`config.mk`:
```
export PLATFORM = sky130hd
export DESIGN_NAME = fifo_wr_arb_flat
export DESIGN_NICKNAME = d
export VERILOG_FILES = /design/src/rtl/fifo_wr_arb_pkg.sv /design/src/rtl/fifo_wr_arb_if.sv /design/src/rtl/fifo_wr_arb_rr_pick.sv /design/src/rtl/fifo_wr_arb.sv /design/src/flat_wrapper.sv
export SDC_FILE = /design/constraint.sdc
export NUM_CORES = 1
export LEC_CHECK = 0
export CAP_MARGIN = 15
export CORE_MARGIN = 2
export CORE_UTILIZATION = 40
export DETAILED_ROUTE_END_ITERATION = 6
export DONT_BUFFER_PORTS = 1
export HOLD_SLACK_MARGIN = 0.05
export SETUP_SLACK_MARGIN = 0.02
export SLEW_MARGIN = 30
export SYNTH_ARGS = -nofsm -noshare
export SYNTH_HDL_FRONTEND = slang
export SYNTH_SLANG_ARGS = --single-unit
```
`constraint.sdc`:
```
create_clock -name clk -period 2.05 [get_ports clk]
set_input_delay 0.205 -clock clk [delete_from_list [all_inputs] [get_ports clk]]
set_output_delay 0.205 -clock clk [all_outputs]
set_load 0.005 [all_outputs]
```
`src/rtl/fifo_wr_arb_pkg.sv`:
```
// fifo_wr_arb shared types: FSM state and index-width helper.
// Imported by the arbiter top and its interface users.
package fifo_wr_arb_pkg;

  typedef enum logic {
    ST_IDLE,
    ST_BURST
  } arb_state_e;

  function automatic int idx_w(input int n);
    return (n > 1) ? $clog2(n) : 1;
  endfunction

endpackage

```
`src/rtl/fifo_wr_arb_if.sv`:
```
// Producer/FIFO write-side bundle for fifo_wr_arb.
// master: the arbiter; slave: producers plus the FIFO.
interface fifo_wr_arb_if #(
  parameter int NREQ = 4,
  parameter int DW   = 8,
  parameter int OW   = 3
);
  logic [NREQ-1:0]    req;
  logic [NREQ*DW-1:0] data;
  logic [NREQ-1:0]    gnt;
  logic               fifo_wr_en;
  logic [DW-1:0]      fifo_data;
  logic               fifo_full;
  logic               fifo_rd_en;
  logic               fifo_empty;
  logic [OW-1:0]      occ;

  modport master (
    input  req, data,
    input  fifo_full, fifo_rd_en, fifo_empty,
    output gnt, fifo_wr_en, fifo_data, occ
  );

  modport slave (
    output req, data,
    output fifo_full, fifo_rd_en, fifo_empty,
    input  gnt, fifo_wr_en, fifo_data, occ
  );
endinterface

```
`src/rtl/fifo_wr_arb_rr_pick.sv`:
```
// Round-robin finder: first set request at or above start, with wrap.
// Purely combinational.
module rr_pick #(
  parameter int N  = 4,
  parameter int IW = 2
) (
  input  logic [N-1:0]  req_i,
  input  logic [IW-1:0] start_i,
  output logic          found_o,
  output logic [IW-1:0] idx_o
);

  logic [IW-1:0] j;

  // Scan from farthest offset down so the nearest hit wins.
  always_comb begin
    found_o = 1'b0;
    idx_o   = '0;
    j       = '0;
    for (int i = N - 1; i >= 0; i--) begin
      j = IW'((int'(start_i) + i) % N);
      if (req_i[j]) begin
        found_o = 1'b1;
        idx_o   = j;
      end
    end
  end

endmodule

```
`src/rtl/fifo_wr_arb.sv`:
```
// Round-robin, burst-bounded write scheduler for a small FIFO.
// FIFO_WR_ARB_HIPRI_EN: producer 0 gets strict priority.
module fifo_wr_arb
  import fifo_wr_arb_pkg::*;
#(
  parameter int NREQ  = 4,
  parameter int DW    = 8,
  parameter int BURST = 4,
  parameter int DEPTH = 4
) (
  input logic          clk,
  input logic          rst,
  fifo_wr_arb_if.master bus
);

  localparam int IW = idx_w(NREQ);
  localparam int BW = $clog2(BURST + 1);
  localparam int OW = $clog2(DEPTH) + 1;
  localparam logic [NREQ-1:0] ONE = 1;

  arb_state_e    state_q, state_d;
  logic [IW-1:0] owner_q, owner_d;
  logic [IW-1:0] rr_q, rr_d;
  logic [BW-1:0] beats_q, beats_d;
  logic          prio_q, prio_d;
  logic [OW-1:0] occ_q, occ_d;

  logic          pick_vld;
  logic [IW-1:0] pick_idx;
  logic          in_burst;
  logic          own_req;
  logic          wr_en;
  logic          last_beat;
  logic          rd_ok;
  logic          hp_win;
  logic          preempt;
  logic          done;
  logic [IW-1:0] rr_next;

  rr_pick #(
    .N (NREQ),
    .IW(IW)
  ) u_pick (
    .req_i  (bus.req),
    .start_i(rr_q),
    .found_o(pick_vld),
    .idx_o  (pick_idx)
  );

  assign in_burst  = (state_q == ST_BURST);
  assign own_req   = bus.req[owner_q];
  assign wr_en     = in_burst && own_req
                   && !bus.fifo_full;
  assign last_beat = wr_en
                   && (beats_q == BW'(BURST - 1));
  assign rd_ok     = bus.fifo_rd_en
                   && !bus.fifo_empty;

`ifdef FIFO_WR_ARB_HIPRI_EN
  assign hp_win  = bus.req[0];
  assign preempt = bus.req[0] && (owner_q != '0);
`else
  assign hp_win  = 1'b0;
  assign preempt = 1'b0;
`endif

  assign done    = !own_req || last_beat || preempt;
  assign rr_next = (owner_q == IW'(NREQ - 1))
                 ? '0 : owner_q + 1'b1;

  assign bus.fifo_wr_en = wr_en;
  assign bus.gnt  = wr_en ? (ONE << owner_q) : '0;
  assign bus.fifo_data = in_burst
                       ? bus.data[owner_q*DW +: DW]
                       : '0;
  assign bus.occ  = occ_q;

  always_comb begin
    state_d = state_q;
    owner_d = owner_q;
    beats_d = beats_q;
    rr_d    = rr_q;
    prio_d  = prio_q;
    case (state_q)
      ST_IDLE: begin
        if (pick_vld) begin
          state_d = ST_BURST;
          beats_d = '0;
          if (hp_win) begin
            owner_d = '0;
            // A priority win that RR would not have
            // chosen must leave rr_ptr where it was.
            prio_d  = (pick_idx != '0);
          end else begin
            owner_d = pick_idx;
            prio_d  = 1'b0;
          end
        end
      end
      ST_BURST: begin
        if (wr_en) beats_d = beats_q + 1'b1;
        if (done) begin
          state_d = ST_IDLE;
          beats_d = '0;
          prio_d  = 1'b0;
          rr_d    = prio_q ? rr_q : rr_next;
        end
      end
      default: state_d = ST_IDLE;
    endcase
  end

  always_comb begin
    occ_d = occ_q;
    if (wr_en && !rd_ok
        && occ_q != OW'(DEPTH))
      occ_d = occ_q + 1'b1;
    else if (rd_ok && !wr_en
             && occ_q != '0)
      occ_d = occ_q - 1'b1;
  end

  always_ff @(posedge clk or negedge rst) begin
    if (!rst) begin
      state_q <= ST_IDLE;
      owner_q <= '0;
      rr_q    <= '0;
      beats_q <= '0;
      prio_q  <= 1'b0;
      occ_q   <= '0;
    end else begin
      state_q <= state_d;
      owner_q <= owner_d;
      rr_q    <= rr_d;
      beats_q <= beats_d;
      prio_q  <= prio_d;
      occ_q   <= occ_d;
    end
  end

  a_gnt_onehot: assert property (
    @(posedge clk) disable iff (!rst)
    $onehot0(bus.gnt));

  a_gnt_wr: assert property (
    @(posedge clk) disable iff (!rst)
    (|bus.gnt) |-> bus.fifo_wr_en);

  a_occ_full: assert property (
    @(posedge clk) disable iff (!rst)
    (occ_q == OW'(DEPTH)) == bus.fifo_full);

  a_occ_empty: assert property (
    @(posedge clk) disable iff (!rst)
    (occ_q == '0) == bus.fifo_empty);

endmodule

```
`src/flat_wrapper.sv`:
```
// flat-port wrapper written by rule: the top's interface ports become plain ports
module fifo_wr_arb_flat import fifo_wr_arb_pkg::*;
#(
  parameter int NREQ  = 4,
  parameter int DW    = 8,
  parameter int BURST = 4,
  parameter int DEPTH = 4
)
  (clk, rst, bus_req, bus_data, bus_fifo_full, bus_fifo_rd_en, bus_fifo_empty, bus_gnt, bus_fifo_wr_en, bus_fifo_data, bus_occ);
  fifo_wr_arb_if #(.NREQ(NREQ), .DW(DW), .OW((3))) bus_i ();
  input logic clk;
  input logic rst;
  input wire logic [$bits(bus_i.req)-1:0] bus_req;
  input wire logic [$bits(bus_i.data)-1:0] bus_data;
  input wire logic [$bits(bus_i.fifo_full)-1:0] bus_fifo_full;
  input wire logic [$bits(bus_i.fifo_rd_en)-1:0] bus_fifo_rd_en;
  input wire logic [$bits(bus_i.fifo_empty)-1:0] bus_fifo_empty;
  output wire logic [$bits(bus_i.gnt)-1:0] bus_gnt;
  output wire logic [$bits(bus_i.fifo_wr_en)-1:0] bus_fifo_wr_en;
  output wire logic [$bits(bus_i.fifo_data)-1:0] bus_fifo_data;
  output wire logic [$bits(bus_i.occ)-1:0] bus_occ;
  assign bus_i.req = bus_req;
  assign bus_i.data = bus_data;
  assign bus_i.fifo_full = bus_fifo_full;
  assign bus_i.fifo_rd_en = bus_fifo_rd_en;
  assign bus_i.fifo_empty = bus_fifo_empty;
  assign bus_gnt = bus_i.gnt;
  assign bus_fifo_wr_en = bus_i.fifo_wr_en;
  assign bus_fifo_data = bus_i.fifo_data;
  assign bus_occ = bus_i.occ;
  fifo_wr_arb #(.NREQ(NREQ), .DW(DW), .BURST(BURST), .DEPTH(DEPTH)) u_core (.clk(clk), .rst(rst), .bus(bus_i));
endmodule
```
# Word-level counts from Yosys, hierarchy flattened
# Cells that the tools add are included.
word_totals:
  reg_bits: 12
  latch_bits: 0
  ram_bits: 0
  rom_bits: 0
  inputBits: 41
  output_inout_bits: 16
  memories: 0
op_classes:
  addsub: 7
  multipliers: 0
  div_mod_pow: 0
  magnitude_cmp: 5
  n_eq_ne: 6
  n_shift: 2
  n_mux: 33
  bitwise: 2
  reduce_logical: 20
op_table:
  columns: ["op", "n"]
  rows:
  - ["variable part select 32 x 6 -> 8 bit", 1]
  - ["< comparator 2 x 3 -> 1 bit, second input constant", 5]
  - ["two-way mux 3 bit", 5]
  - ["two-way mux 1 bit", 13]
  - ["binary-select mux 1 bit (select 2 bit)", 5]
  - ["two-way mux 2 bit", 5]
  - ["logical AND 1 bit", 8]
  - ["two-way mux 8 bit", 1]
  - ["adder 3 x 1 -> 3 bit, second input constant", 2]
  - ["inequality test 3 bit, second input constant", 2]
  - ["one-hot mux 3 bit (2 select lines)", 1]
  - ["AND reduction 2 bit", 3]
  - ["zero test 1 bit", 5]
  - ["adder 2 x 1 -> 2 bit, second input constant", 2]
  - ["adder 2 bit, second input constant", 2]
  - ["two-way mux 4 bit", 1]
  - ["one-hot mux 1 bit (2 select lines)", 2]
  - ["<< shifter 1 x 2 -> 4 bit, first input constant", 1]
  - ["== test 3 x 2 -> 1 bit, second input constant", 1]
  - ["AND reduction 3 bit", 1]
  - ["nonzero test 3 bit", 1]
  - ["subtractor 3 x 1 -> 3 bit, second input constant", 1]
  - ["== test 2 bit, second input constant", 1]
  - ["inequality test 2 x 1 -> 1 bit, second input constant", 1]
  - ["other kinds (4)", 5]

# Depth between registers and ports, before layout
logic_depth:
  ltp_word: 9
  ltp_mapped: 8

# Modules after synthesis
# Synthesis repeated with hierarchy kept, for this count alone.
unflattened:
  cells_unflattened: 105
  area_unflattened_um2: 1048.5
modules_own_cells:
  columns: ["module", "n_inst", "cells_each", "area_each_um2", "seq_area_each_um2"]
  rows:
  - ["fifo_wr_arb", 1, 92, 970.9, 275.3]
  - ["rr_pick", 1, 13, 77.6, 0.0]

# Worst setup path before layout
# No wires, ideal clock.
synth_timing:
  kind: "register to register"
  from: "register u_core.state_q (netlist: u_core.in_burst)"
  to: "register u_core.occ_q[2] (netlist: u_core.bus.occ[2])"
  setup_ps: 133
  t_arrival_ps: 1877
  t_required_ps: 1917
  slack_ps: 40
  path_stages_with_launch: 8
  path_buffers: 1
  synth_period_minus_slack_ps: 2010
  cell_sequence: "dfrtp_1 and2b_2 clkbuf_1 and3_2 nand2_1 fa_1 o31ai_1 o22ai_1"
synth_via:
  elab_chain_len: 6
  elab_cells_between_ends: 9
synth_rtl:
  columns: ["item", "line", "text"]
  rows:
  - ["from (decl)", "fifo_wr_arb.sv:21", "arb_state_e state_q, state_d;"]
  - ["from (signal assigned)", "fifo_wr_arb.sv:132", "state_q <= state_d;"]
  - ["logical AND 1 bit *", "fifo_wr_arb.sv:52", "assign wr_en = in_burst && own_req"]
  - ["logical AND 1 bit *", "fifo_wr_arb.sv:53", "&& !bus.fifo_full;"]
  - ["zero test 1 bit", "fifo_wr_arb.sv:118", "else if (rd_ok && !wr_en"]
  - ["logical AND 1 bit", "fifo_wr_arb.sv:118", null]
  - ["logical AND 1 bit", "fifo_wr_arb.sv:119", "&& occ_q != '0)"]
  - ["nonzero test 2 bit (no source line)", null, null]
  - ["to (signal assigned)", "fifo_wr_arb.sv:130", "occ_q <= '0;"]
  - ["to (signal assigned)", "fifo_wr_arb.sv:137", "occ_q <= occ_d;"]
  - ["to (decl)", "fifo_wr_arb.sv:26", "logic [OW-1:0] occ_q, occ_d;"]
# Mark *: on every way between the ends. The rest lies on a longest branch, timed or not.
# A chain may end at the register's enable or synchronous reset.

# Worst setup path after layout
layout_timing:
  from: "register u_core.owner_q[0]"
  to: "register u_core.occ_q[2] (netlist: u_core.bus.occ[2])"
layout_via:
  elab_chain_len: 8
  elab_cells_between_ends: 11
layout_rtl:
  columns: ["item", "line", "text"]
  rows:
  - ["from (decl)", "fifo_wr_arb.sv:22", "logic [IW-1:0] owner_q, owner_d;"]
  - ["from (signal assigned)", "fifo_wr_arb.sv:133", "owner_q <= owner_d;"]
  - ["binary-select mux 1 bit (select 2 bit) *", "fifo_wr_arb.sv:51", "assign own_req = bus.req[owner_q];"]
  - ["two-way mux 1 bit (not written as such) *", "fifo_wr_arb.sv:51", null]
  - ["logical AND 1 bit *", "fifo_wr_arb.sv:52", null]
  - ["logical AND 1 bit *", "fifo_wr_arb.sv:53", null]
  - ["zero test 1 bit", "fifo_wr_arb.sv:118", null]
  - ["logical AND 1 bit", "fifo_wr_arb.sv:118", null]
  - ["logical AND 1 bit", "fifo_wr_arb.sv:119", null]
  - ["nonzero test 2 bit (no source line)", null, null]
# Mark *: on every way between the ends. The rest lies on a longest branch, timed or not. The select of a mux whose other input is x is not followed.

==> flow_summary.yaml <==
setup_path:
  rrSetupSlack_ns: 0.14
  r2r_cells: 7
  required_ns: 2.25
  arrival_ns: 2.11
  critPathCapture: "u_core.bus.occ[2]$_DFFE_PN0P_"
  crit_start: "u_core.owner_q[0]$_DFFE_PN0P_"
  end_kind: "flip-flop"
  rr_startpoint: "u_core.owner_q[0]$_DFFE_PN0P_"
  reg2reg_to: "u_core.bus.occ[2]$_DFFE_PN0P_"
  critPathKind: "reg -> reg"
  cp_max_fo: 5
  cp-start-kind: "flip-flop"
timing:
  setup_viol: 0
  holdWs_ns: 0.138
  worst_slack_ns: 0.143
  relSlewSlack_pct: 65.7
  finalCritPeriodShare_pct: 93.0
  hold_violations: 0
  finalMaxSlewViolations: 0
  tightest_slew_ns: 0.514
  rsz0062_at_grt: "false"
  post-route-min-period_ns: 1.91
  fmax_mhz: 524
  fin_worst_skew_ns: 0.00271
  setup_tns_ns: 0
floorplanning:
  rows: 18
  core_um2: 2520
  die_w_um: 56.0
  start_util_pct: 42.9
  chipHeight_um: 56.0
  die_area_um2: 3140
  io_pins: 57
synth:
  synth_warnings: 0
  syn_area_per_cell_um2: 10.4
  synthDominantCellAreaShare_pct: 25.4
  synth.distinct_cells: 36
  synth_ff_type: "dfrtp_1"
  synth_area_um2: 1080
  syn-num-nets: 152
  ys_top_cells_by_area: "dfrtp_1 25%, mux4_2 19%, ha_1 6.9%"
  synth_edf_count: 0
  ys_seq_area_share_pct: 25.4
  synth_cells: 104
  yosysMostFrequentCell: "dfrtp_1"
  synth_area_leader_cell: "dfrtp_1"
  ys_top_cells_by_count: "11 x dfrtp_1, 9 x mux4_2, 8 x and2_1, 8 x inv_1, 8 x nor2_1"
  async_reset_ff_share_pct: 100
  ys_ff_latch: 11
routing:
  drc_errors: 0
  detail-route-antenna-nets: 0
  num_vias: 820
  wl_um: 2330
  vias_per_cell: 5.86
  wl_per_cell_um: 16.6
  drt-initial-drc-count: 17
  firstDrtPassIters: 4
power_and_ir_drop:
  sequentialPowerShare_pct: 27.3
  power_density_nw_per_um2: 1340
  power.share.clock_pct: 9.9
  p_switching_w: 0.000664
  p_leak_nw: 0.503
  power.internal_w: 0.000899
  vdd_drop_max_mv: 0.692
  swShare_pct: 42.5
  combPwrFrac_pct: 62.8
final_layout:
  fin_nets: 159
  finish.instance_area_um2: 1170
  postLayoutCoreUtil_pct: 46.2
  n_antenna_cell: 0
  synthToLayoutAreaGrowth_pct: 7.75
  num-fill-cells: 239
  drive_gt1_share_pct: 30.0
grt:
  antenna_found_initial: 0
  grt_pass1_vias: 820
  grt_pass1_wl_um: 3880
  grt_max_degree: 15
  grt.overflow.total: 0
  track_usage_pct: 15.5
cts:
  clk_pin_slew_ns: 0.08
  clk_latency_ns: 0.27
  cts_tree: "built"
  htree_levels: 1
  cts_buffers: 3
  clockRootBuffer: "clkbuf_4"
  cts_buffer_depth: 2
  cts_sinks: 11
min_path:
  hp-class: "in -> reg"
  min_path_cells: 2
run_status:
  status: "complete, no violations"
run:
  drv_cap: 0
placement:
  dpl-instance-area_um2: 1130
  gp_congestion: 0.791
  pre_cts_slack_ns: 0.0941
  port_buffers: 0
  dp_hpwl_um: 1860
## worst min-delay path by stage
| stage | start | end | slack (ns) |
|---|---|---|---|
| after floorplan | rst | u_core.beats_q[0]$_DFFE_PN0P_ | -0.09 |
| after global placement | rst | u_core.beats_q[2]$_DFFE_PN0P_ | -0.09 |
| after detailed placement | rst | u_core.bus.occ[0]$_DFFE_PN0P_ | -0.09 |
| after CTS | bus_req[0] | u_core.owner_q[0]$_DFFE_PN0P_ | 0.13 |
| after global routing | bus_req[0] | u_core.owner_q[0]$_DFFE_PN0P_ | 0.15 |
| final | bus_req[0] | u_core.owner_q[0]$_DFFE_PN0P_ | 0.14 |
## sequential cells by signal (all words and copies together) (netlist names)
name,flops
u_core.beats_q,3
u_core.bus.occ,3
u_core.in_burst,1
u_core.owner_q,2
u_core.rr_q,2
## layer usage
layer / global-route usage (%) / vias up / wire (µm)
met4: 7.82 / 0 / 98
li1: - / 393 / -
met3: 2.56 / 10 / 98
met2: 24.9 / 37 / 1120
met1: 20.0 / 380 / 1010
met5: 0 / - / 0
## critical path, cell delays in order (launching register included)
cell,delay (ns)
dfrtp_1,0.40
mux4_2,0.35
and3_2,0.22
nand2_1,0.08
fa_2,0.38
a2111oi_4,0.19
a31oi_1,0.07
o22ai_1,0.14
## cells by family (layout without fill, tap and decap cells)
family | count (synthesis) | after routing | synth area share [%]
muxes | 16 | 16 | 25.7
adders and majority gates | 7 | 7 | 8.79
and+or+nand+nor | 39 | 39 | 20.9
DFF | 11 | 11 | 25.4
AOI/OAI and AO/OA | 18 | 18 | 12.9
buffers and inverters | 13 | 19 | 6.24
## metrics by stage
step | total power, W | instances
after global routing | 0.00173 | 140
after floorplan | 0.00124 | 104
after global placement | 0.00138 | 135
final | 0.00156 | 140
after CTS | 0.00157 | 140
after detailed placement | 0.00141 | 135
## layout make-up
type | count | area (µm²) | share of cell area, %
clock buffers | 4 | 26.3 | 2.25
inverters | 8 | 30.0 | 2.58
multi-input cells | 80 | 742 | 63.6
flip-flops and latches | 11 | 275 | 23.6
well taps | 30 | 37.5 | 3.22
repair buffers | 7 | 55.1 | 4.72
## power groups by stage
stage / registers [W] / clock network [W] / logic (W)
finish: 0.000427 / 0.000155 / 0.000981
global route: 0.000448 / 0.000167 / 0.00111
CTS: 0.000427 / 0.000159 / 0.000984
detailed placement: 0.000430 / 0 / 0.000978
global placement: 0.000425 / 0 / 0.000955
floorplan: 0.000417 / 0 / 0.000819
## cells in the final DEF (no fill, tap or decap)
cell | netlist | layout
a2111oi_4 | 1 | 1
a21boi_0 | 1 | 1
a21oi_1 | 3 | 3
a221o_1 | 1 | 1
a22oi_1 | 1 | 1
a31o_2 | 1 | 1
a31oi_1 | 2 | 2
and2_1 | 8 | 8
and2_4 | 1 | 1
and2b_2 | 1 | 1
and3_1 | 1 | 1
and3_2 | 5 | 5
and3b_1 | 1 | 1
buf_4 | 0 | 6
clkbuf_1 | 2 | 1
clkbuf_4 | 0 | 3
dfrtp_1 | 11 | 11
dlygate4sd3_1 | 0 | 1
fa_2 | 0 | 1
ha_1 | 6 | 6
inv_1 | 8 | 8
mux2_2 | 4 | 4
mux2i_1 | 3 | 3
mux4_2 | 9 | 9
nand2_1 | 5 | 5
nand2b_1 | 3 | 3
nand3_1 | 2 | 2
nand3b_1 | 1 | 1
nor2_1 | 8 | 8
nor4_1 | 1 | 1
o21ai_0 | 4 | 4
o22ai_1 | 1 | 1
o31ai_1 | 1 | 1
o32ai_1 | 2 | 2
or2_1 | 1 | 1
or2b_2 | 1 | 1
## what timing repair did
| item | CTS | global route |
|---|---|---|
| endpoints found under the hold margin | 11 | 0 |
| hold buffers | 1 | 0 |
| gates resized for setup | 0 | 1 |
| endpoints found under the setup margin | 0 | 1 |
| buffers inserted | 0 | 0 |
Note: power is estimated with default switching activity, not from simulation.
